===== src/rtl/d_lsu_v1.sv =====
// d_lsu_v1: load/store unit in front of the data SRAM wrapper.
// Takes one core request at a time. It drives registered SRAM word accesses,
// then aligns and extends load data into a one-cycle response.
// Compile option: define D_LSU_MISALIGN_EN to split misaligned half/word
// accesses into ascending byte accesses. Without it, such accesses are
// rejected with resp_err.
module d_lsu_v1 #(
  parameter int ADDR_W = 12
) (
  input  logic              clk,
  input  logic              rst_n,
  input  logic              req_valid,
  output logic              req_ready,
  input  logic              req_we,
  input  logic [1:0]        req_size,
  input  logic              req_unsigned,
  input  logic [31:0]       req_addr,
  input  logic [31:0]       req_wdata,
  output logic              resp_valid,
  output logic [31:0]       resp_rdata,
  output logic              resp_err,
  output logic              data_enable,
  output logic              data_read,
  output logic [3:0]        mem_wstrb,
  output logic [ADDR_W-1:0] ram_address,
  output logic [31:0]       ram_store,
  input  logic [31:0]       ram_fetch
);

  typedef enum logic [1:0] {IDLE, ACCESS, CAPTURE, RESP} state_t;

  localparam logic [ADDR_W+1:0] BYTE_STEP = 1;

  state_t state, state_nx;

  // latched request
  logic              we_q;
  logic [1:0]        size_q;
  logic              uns_q;
  logic [31:0]       wdata_q;
  logic              err_q;
  logic              split_q;
  logic [1:0]        idx_q;
  logic [1:0]        last_q;
  logic [ADDR_W+1:0] baddr_q;
  logic [31:0]       result_q;

  // request decode
  logic       accept;
  logic       bad_size;
  logic       misaligned;
  logic       req_err;
  logic       req_split;
  logic [1:0] req_last;

  // fields of the access about to be launched
  logic              a_we;
  logic [1:0]        a_size;
  logic              a_split;
  logic [1:0]        a_k;
  logic [ADDR_W+1:0] a_addr;
  logic [31:0]       a_wdata;
  logic [31:0]       a_lane;
  logic [3:0]        a_strb;
  logic [31:0]       a_store;

  // load merge path
  logic [31:0] shifted;
  logic [31:0] lane_mask;
  logic [31:0] merged;

  // upper byte-address bits do not reach the SRAM
  logic unused_addr_hi;
  assign unused_addr_hi = ^req_addr[31:ADDR_W+2];

  assign req_ready  = (state == IDLE);
  assign resp_valid = (state == RESP);
  assign accept     = req_valid && (state == IDLE);

  // classify the incoming request: illegal size, misalignment, access count
  always_comb begin
    bad_size   = (req_size == 2'b11);
    misaligned = ((req_size == 2'b01) && req_addr[0]) ||
                 ((req_size == 2'b10) && (req_addr[1:0] != 2'b00));
`ifdef D_LSU_MISALIGN_EN
    req_err   = bad_size;
    req_split = misaligned && !bad_size;
    req_last  = !req_split ? 2'd0 : (req_size == 2'b01) ? 2'd1 : 2'd3;
`else
    req_err   = bad_size || misaligned;
    req_split = 1'b0;
    req_last  = 2'd0;
`endif
  end

  // build address/strobe/data for the next SRAM access
  always_comb begin
    if (state == IDLE) begin
      a_we    = req_we;
      a_size  = req_size;
      a_split = req_split;
      a_k     = 2'd0;
      a_addr  = req_addr[ADDR_W+1:0];
      a_wdata = req_wdata;
    end else begin
      a_we    = we_q;
      a_size  = size_q;
      a_split = split_q;
      a_k     = idx_q + 2'd1;
      a_addr  = baddr_q + BYTE_STEP;
      a_wdata = wdata_q;
    end
    a_lane  = a_wdata >> {a_k, 3'b000};
    a_strb  = 4'b0000;
    a_store = '0;
    if (a_we) begin
      if (a_split) begin
        a_strb  = 4'b0001 << a_addr[1:0];
        a_store = {24'h0, a_lane[7:0]};
      end else begin
        case (a_size)
          2'b00: begin
            a_strb  = 4'b0001 << a_addr[1:0];
            a_store = {24'h0, a_wdata[7:0]};
          end
          2'b01: begin
            a_strb  = a_addr[1] ? 4'b1100 : 4'b0011;
            a_store = {16'h0, a_wdata[15:0]};
          end
          default: begin
            a_strb  = 4'b1111;
            a_store = a_wdata;
          end
        endcase
      end
    end
  end

  // align fetched word and merge it into the result register
  always_comb begin
    shifted   = ram_fetch >> {baddr_q[1:0], 3'b000};
    lane_mask = 32'h0000_00FF << {idx_q, 3'b000};
    if (split_q) begin
      merged = (result_q & ~lane_mask) |
               ({24'h0, shifted[7:0]} << {idx_q, 3'b000});
    end else begin
      merged = shifted;
    end
  end

  function automatic logic [31:0] extend(input logic [31:0] v,
                                         input logic [1:0] size,
                                         input logic uns);
    logic [31:0] r;
    case (size)
      2'b00:   r = uns ? {24'h0, v[7:0]}  : {{24{v[7]}}, v[7:0]};
      2'b01:   r = uns ? {16'h0, v[15:0]} : {{16{v[15]}}, v[15:0]};
      default: r = v;
    endcase
    return r;
  endfunction

  // state register
  always_ff @(posedge clk or negedge rst_n) begin
    if (!rst_n) state <= IDLE;
    else        state <= state_nx;
  end

  // next state; errors pass through ACCESS without enabling the SRAM so the
  // response lands one cycle after acceptance
  always_comb begin
    state_nx = state;
    case (state)
      IDLE:    if (accept) state_nx = ACCESS;
      ACCESS:  state_nx = err_q ? RESP : CAPTURE;
      CAPTURE: state_nx = (idx_q == last_q) ? RESP : ACCESS;
      RESP:    state_nx = IDLE;
      default: state_nx = IDLE;
    endcase
  end

  // request latch, SRAM output registers and response registers
  always_ff @(posedge clk or negedge rst_n) begin
    if (!rst_n) begin
      we_q        <= 1'b0;
      size_q      <= 2'b00;
      uns_q       <= 1'b0;
      wdata_q     <= '0;
      err_q       <= 1'b0;
      split_q     <= 1'b0;
      idx_q       <= 2'd0;
      last_q      <= 2'd0;
      baddr_q     <= '0;
      result_q    <= '0;
      resp_rdata  <= '0;
      resp_err    <= 1'b0;
      data_enable <= 1'b0;
      data_read   <= 1'b1;
      mem_wstrb   <= 4'b0000;
      ram_address <= '0;
      ram_store   <= '0;
    end else begin
      case (state)
        IDLE: begin
          if (accept) begin
            we_q     <= req_we;
            size_q   <= req_size;
            uns_q    <= req_unsigned;
            wdata_q  <= req_wdata;
            err_q    <= req_err;
            split_q  <= req_split;
            idx_q    <= 2'd0;
            last_q   <= req_last;
            baddr_q  <= a_addr;
            result_q <= '0;
            if (!req_err) begin
              data_enable <= 1'b1;
              data_read   <= ~req_we;
              ram_address <= a_addr[ADDR_W+1:2];
              mem_wstrb   <= a_strb;
              ram_store   <= a_store;
            end
          end
        end
        ACCESS: begin
          data_enable <= 1'b0;
          data_read   <= 1'b1;
          mem_wstrb   <= 4'b0000;
          if (err_q) begin
            resp_err   <= 1'b1;
            resp_rdata <= '0;
          end
        end
        CAPTURE: begin
          result_q <= merged;
          if (idx_q != last_q) begin
            idx_q       <= a_k;
            baddr_q     <= a_addr;
            data_enable <= 1'b1;
            data_read   <= ~we_q;
            ram_address <= a_addr[ADDR_W+1:2];
            mem_wstrb   <= a_strb;
            ram_store   <= a_store;
          end else begin
            resp_err   <= 1'b0;
            resp_rdata <= we_q ? 32'h0 : extend(merged, size_q, uns_q);
          end
        end
        RESP: begin
          resp_rdata <= '0;
          resp_err   <= 1'b0;
        end
        default: ;
      endcase
    end
  end

endmodule


===== config.mk =====
export PLATFORM = sky130hd
export DESIGN_NAME = d_lsu_v1
export DESIGN_NICKNAME = d
export VERILOG_FILES = /design/src/rtl/d_lsu_v1.sv
export SDC_FILE = /design/constraint.sdc
export NUM_CORES = 1
export LEC_CHECK = 0
export CORE_MARGIN = 10
export CORE_UTILIZATION = 49
export CTS_BUF_LIST = sky130_fd_sc_hd__clkbuf_16
export DETAILED_ROUTE_END_ITERATION = 8
export GPL_ROUTABILITY_DRIVEN = 0
export PLACE_DENSITY = 0.8
export SYNTH_ARGS = -nofsm -noshare
export SYNTH_HDL_FRONTEND = slang
export SYNTH_SLANG_ARGS = --single-unit

===== constraint.sdc =====
create_clock -name clk -period 2.5 [get_ports clk]
set_clock_uncertainty 0.15 [all_clocks]
set_input_delay 0.25 -clock clk [delete_from_list [all_inputs] [get_ports clk]]
set_output_delay 0.25 -clock clk [all_outputs]
set_load 0.005 [all_outputs]

* Word-level counts from Yosys, hierarchy flattened *
Cells that the tools add are included.

word-level totals
  register bits = 138
  bits of input ports = 103
  output and inout port bits = 85
  logic and storage cells = 102

cells by class
  add/sub/neg operators = 2
  eq/ne operators = 13
  shift operators = 2
  multiplexer cells = 49
  bitwise gates (word level) = 2
  reductions and logical operators = 19

operators with widths
  operator                                                          count
  32-bit 2-to-1 mux                                                 10
  32-bit case mux with 2 select lines                               3
  32-bit case mux with 3 select lines                               1
  14-bit 2-to-1 mux                                                 3
  12-bit 2-to-1 mux                                                 3
  32-bit by 5-bit >> shifter with 32-bit output                     1
  14-bit case mux with 2 select lines                               1
  12-bit case mux with 2 select lines                               1
  4-bit 2-to-1 mux                                                  5
  14-bit by 1-bit adder with 14-bit output (second input constant)  1
  4-bit case mux with 3 select lines                                1
  1-bit 2-to-1 mux                                                  10
  2-bit 2-to-1 mux                                                  5
  1-bit case mux with 3 select lines                                3
  2-bit by 1-bit == test with 1-bit output (second input constant)  4
  2-bit == test (second input constant)                             4
  2-bit zero test                                                   4
  2-bit inequality test (second input constant)                     4
  2-bit case mux with 4 select lines                                1
  4-bit case mux with 2 select lines                                1
  4-bit AND reduction                                               2
  3-bit AND reduction                                               2
  2-bit nonzero test                                                3
  3-bit nonzero test                                                2
  8 further kinds                                                   12

* Depth between registers and ports, before layout *
  depth after elaboration = 8
  mapped depth = 10
  gate-level depth less buffers = 6

* Worst setup path before layout *
OpenSTA, ideal clock, no wires.

  path type = flip-flop to flip-flop
  from = register state[0]
  to = register ram_store[12]
  library setup time = 0.078 ns
  arrival = 2.009 ns
  data required time = 2.272 ns
  path slack = 0.263 ns
  cell stages (with the launch flop) = 10
  path buffers = 3
  clock period less this slack = 2.237 ns
  cells stage by stage = dfrtp_1 > inv_1 > ha_1 > buf_6 > nand2b_1 > buf_6 > o211ai_2 > or4_1 > buf_4 > o2bb2ai_1

between the ends
  longest elaborated chain between the ends = 8
  elaborated cells between the ends (all ways) = 19
  classes of those cells = 5 x eq/ne; 9 x mux; 5 x reduce/logical

RTL lines
  item                                                                         RTL line  RTL
  start, declared                                                              34        state_t state, state_nx;
  start signal, assigned                                                       166       else state <= state_nx;
  2-bit zero test *                                                            --
  net req_ready                                                                13        output logic req_ready,
  2-bit 2-to-1 mux                                                             98        if (state == IDLE) begin
  2-bit by 1-bit == test with 1-bit output or 2-bit zero test (tied branches)  121       case (a_size)
  32-bit case mux with 2 select lines                                          121
  32-bit 2-to-1 mux                                                            116       if (a_we) begin
  32-bit 2-to-1 mux                                                            216       if (!req_err) begin
  32-bit 2-to-1 mux                                                            205       if (accept) begin
  32-bit case mux with 2 select lines                                          203       case (state)
  end signal, assigned                                                         221       ram_store <= a_store;
  end signal, assigned                                                         243       ram_store <= a_store;
  end, declared                                                                26        output logic [31:0] ram_store,

The timed path passes the listed nets; every way through them passes the cells marked *. The select of a mux whose other input is x is not followed.
A chain may end at the register's enable or synchronous reset.

* Final worst setup path *
  from = register state[0]
  to = output req_ready

between the ends
  longest elaborated chain between the ends = 1

RTL lines
  item             RTL line  RTL
  2-bit zero test  76        assign req_ready = (state == IDLE);
  end, declared    13

No other way between the ends.

==> impl_metrics.json <==
{
  "critPathKind": "reg -> out",
  "yosysSeqAreaShare": 0.491,
  "instances_no_fill": 976,
  "worstPathArrival_ns": 1.96,
  "fin_nets": 895,
  "setup_viol_count_final": 0,
  "powerDensity_nw_per_um2": 1300,
  "n_antenna_cell": 0,
  "synthArstFlopShare": 1.00,
  "antenna_found_initial": 0,
  "synth_seq_cells": 138,
  "synth_edf_count": 0,
  "clk_pin_slew_ns": 0.06,
  "netlist_area_um2": 7040,
  "finalMaxSlewViolations": 0,
  "final_layout_size_suffix_gt1_frac": 0.181,
  "numCtsBuffers": 17,
  "cp-end-kind": "output port",
  "dp_cells": 945,
  "syn2layout_area_growth_pct": 35.7,
  "fmax_ghz": 0.423,
  "drv_cap": 0,
  "clk_path_buf_depth": 2,
  "finalHoldViolations": 0,
  "totalWireLength_mm": 20.6,
  "cts_tree": "yes",
  "dp_slack_ns": -0.0165,
  "viasPerCell": 5.97,
  "hold_path.class": "in -> async",
  "yosysTopAreaCellShare": 0.487,
  "drc": 0,
  "fp.dieArea_um2": 19600,
  "p_total_mw": 12.4,
  "fin_ws_ns": 0.138,
  "clk_latency_ns": 0.42,
  "firstDrtPassIters": 5,
  "fp.dieW_um": 140,
  "yosys.area.top_type": "dfrtp_1",
  "row_count": 43,
  "synth_flop_cell": "dfrtp_1",
  "vias": 5828,
  "tightest_slew_ns": 0.489,
  "drt_iter0_drc": 396,
  "synth_area_per_cell_um2": 11.3,
  "grt_pass1_wl_mm": 33.0,
  "clock-sinks": 138,
  "coreArea_um2": 14000,
  "ir_worst_vdd_mv": 1.06,
  "final_util": 0.682,
  "start_kind": "flop",
  "p_leak_nw": 3.96,
  "status": "finished, final reports clean",
  "grt.overflow.total": 0,
  "yosys-top-cells-area": "dfrtp_1, mux2_2, mux2i_1",
  "fin_crit_ns": 2.36,
  "start_util": 0.503,
  "grt_setup_unrepaired": "no",
  "synthCells": 623,
  "io_buffers": 169,
  "first_global_vias": 6113,
  "cp_max_fo": 13,
  "num-fill-cells": 1056,
  "yosys-top-cells-count": "dfrtp_1, o21ai_0, mux2i_1, mux2_2, nand2_1",
  "grt.total_usage": 0.206,
  "ctsHtreeMaxLevel": 4,
  "ant_nets": 0,
  "fin_crit_sh": 0.945,
  "synth.most_common_cell": "dfrtp_1",
  "drt-wirelength-per-cell_um": 21.1,
  "syn_nets": 733,
  "ys_warn_count": 0,
  "postCtsSetupRepairBufs": 0,
  "clockRootBuffer": "clkbuf_16",
  "ys_types": 62,
  "dp.final_hpwl_mm": 14.7,
  "die_h_um": 140,
  "slew_headroom": 0.672,
  "ios": 188,
  "crit_required_ns": 2.10,
  "grt_max_degree": 66
}
-- cells in the final DEF (no fill, tap or decap), types with 10 or more instances in the layout --
cell type	n
clkdlybuf4s50_1	168
dfrtp_1	137
o21ai_0	62
mux2i_1	54
mux2_2	53
nand2_1	36
o31ai_1	35
buf_4	20
clkbuf_16	17
a21oi_1	14
o21ai_1	13
a22o_1	13
nor2b_1	10
o2bb2ai_1	10
o21ai_2	10
-- logic make-up (layout without fill, tap and decap cells) --
| logic type | count (synthesis) | count (layout) | share of synthesized area |
|---|---|---|---|
| compound gates | 207 | 207 | 0.211 |
| flops | 138 | 138 | 0.491 |
| mux | 109 | 109 | 0.167 |
| simple gates | 100 | 100 | 0.0752 |
| buf+inv | 59 | 232 | 0.0398 |
| fa+ha+maj | 7 | 7 | 0.0124 |
| xor+xnor | 3 | 3 | 0.00373 |
-- per-layer routing --
metal	vias up	routed length, um	global-route usage
li1	2663	-	-
met4	0	459	0.0750
met3	27	2260	0.0919
met2	271	9640	0.327
met1	2867	8240	0.241
met5	-	0	0
-- worst max-delay path, stage by stage, from the launching register on --
cell             delay (ns)
dfrtp_1                0.42
inv_2                  0.13
ha_4                   0.22
buf_4                  0.24
clkdlybuf4s50_1        0.54
-- stage by stage --
step	setup TNS, ns	hold slack, ns	area, um^2
after floorplan	0	-0.196	7040
after global placement	0	0.0463	8970
after detailed placement	-0.0192	0.0536	8970
after CTS	0	0.201	9540
after global routing	0	0.212	9550
final	0	0.177	9550
-- where the power goes --
group	internal (mW)	switching, mW
combinational	2.97	3.21
sequential	3.16	0.620
clock	1.53	0.912
-- registers in the layout, indices dropped and copies added, names as in the netlist, 2 cells and up --
signal / count
size_q: 2
wdata_q: 32
idx_q: 2
ram_store: 32
mem_wstrb: 4
resp_rdata: 32
baddr_q: 14
ram_address: 12
state: 2
-- worst paths after layout --
kind                               start  slack (ns)  cells after the start              to
hold reg to reg              data_enable        0.33                      1     data_enable
hold / removal                     rst_n        0.18                      2  resp_rdata[21]
setup / recovery                state[0]        0.14                      4       req_ready
setup reg to reg                state[0]        0.22                      7   ram_store[23]
min in group clk           req_wdata[11]        0.32                      2     wdata_q[11]
max in group asynchronous          rst_n        1.20                      3   resp_rdata[2]
-- area by class of cell --
cell class | instances | area, um^2 | area share
flip-flops and latches | 138 | 3450 | 0.362
multi-input cells | 426 | 3340 | 0.350
repair buffers | 194 | 1930 | 0.202
clock buffers | 17 | 425 | 0.0446
well taps | 180 | 225 | 0.0236
clock inverters | 13 | 139 | 0.0145
inverters | 8 | 30.0 | 0.00315
-- timing repair --
item,CTS,global route
hold buffers,1,0
gates resized for setup,1,3
endpoints found under the setup margin,8,52
hold endpoints to repair,43,0
Power figures use the tool's default switching activity.
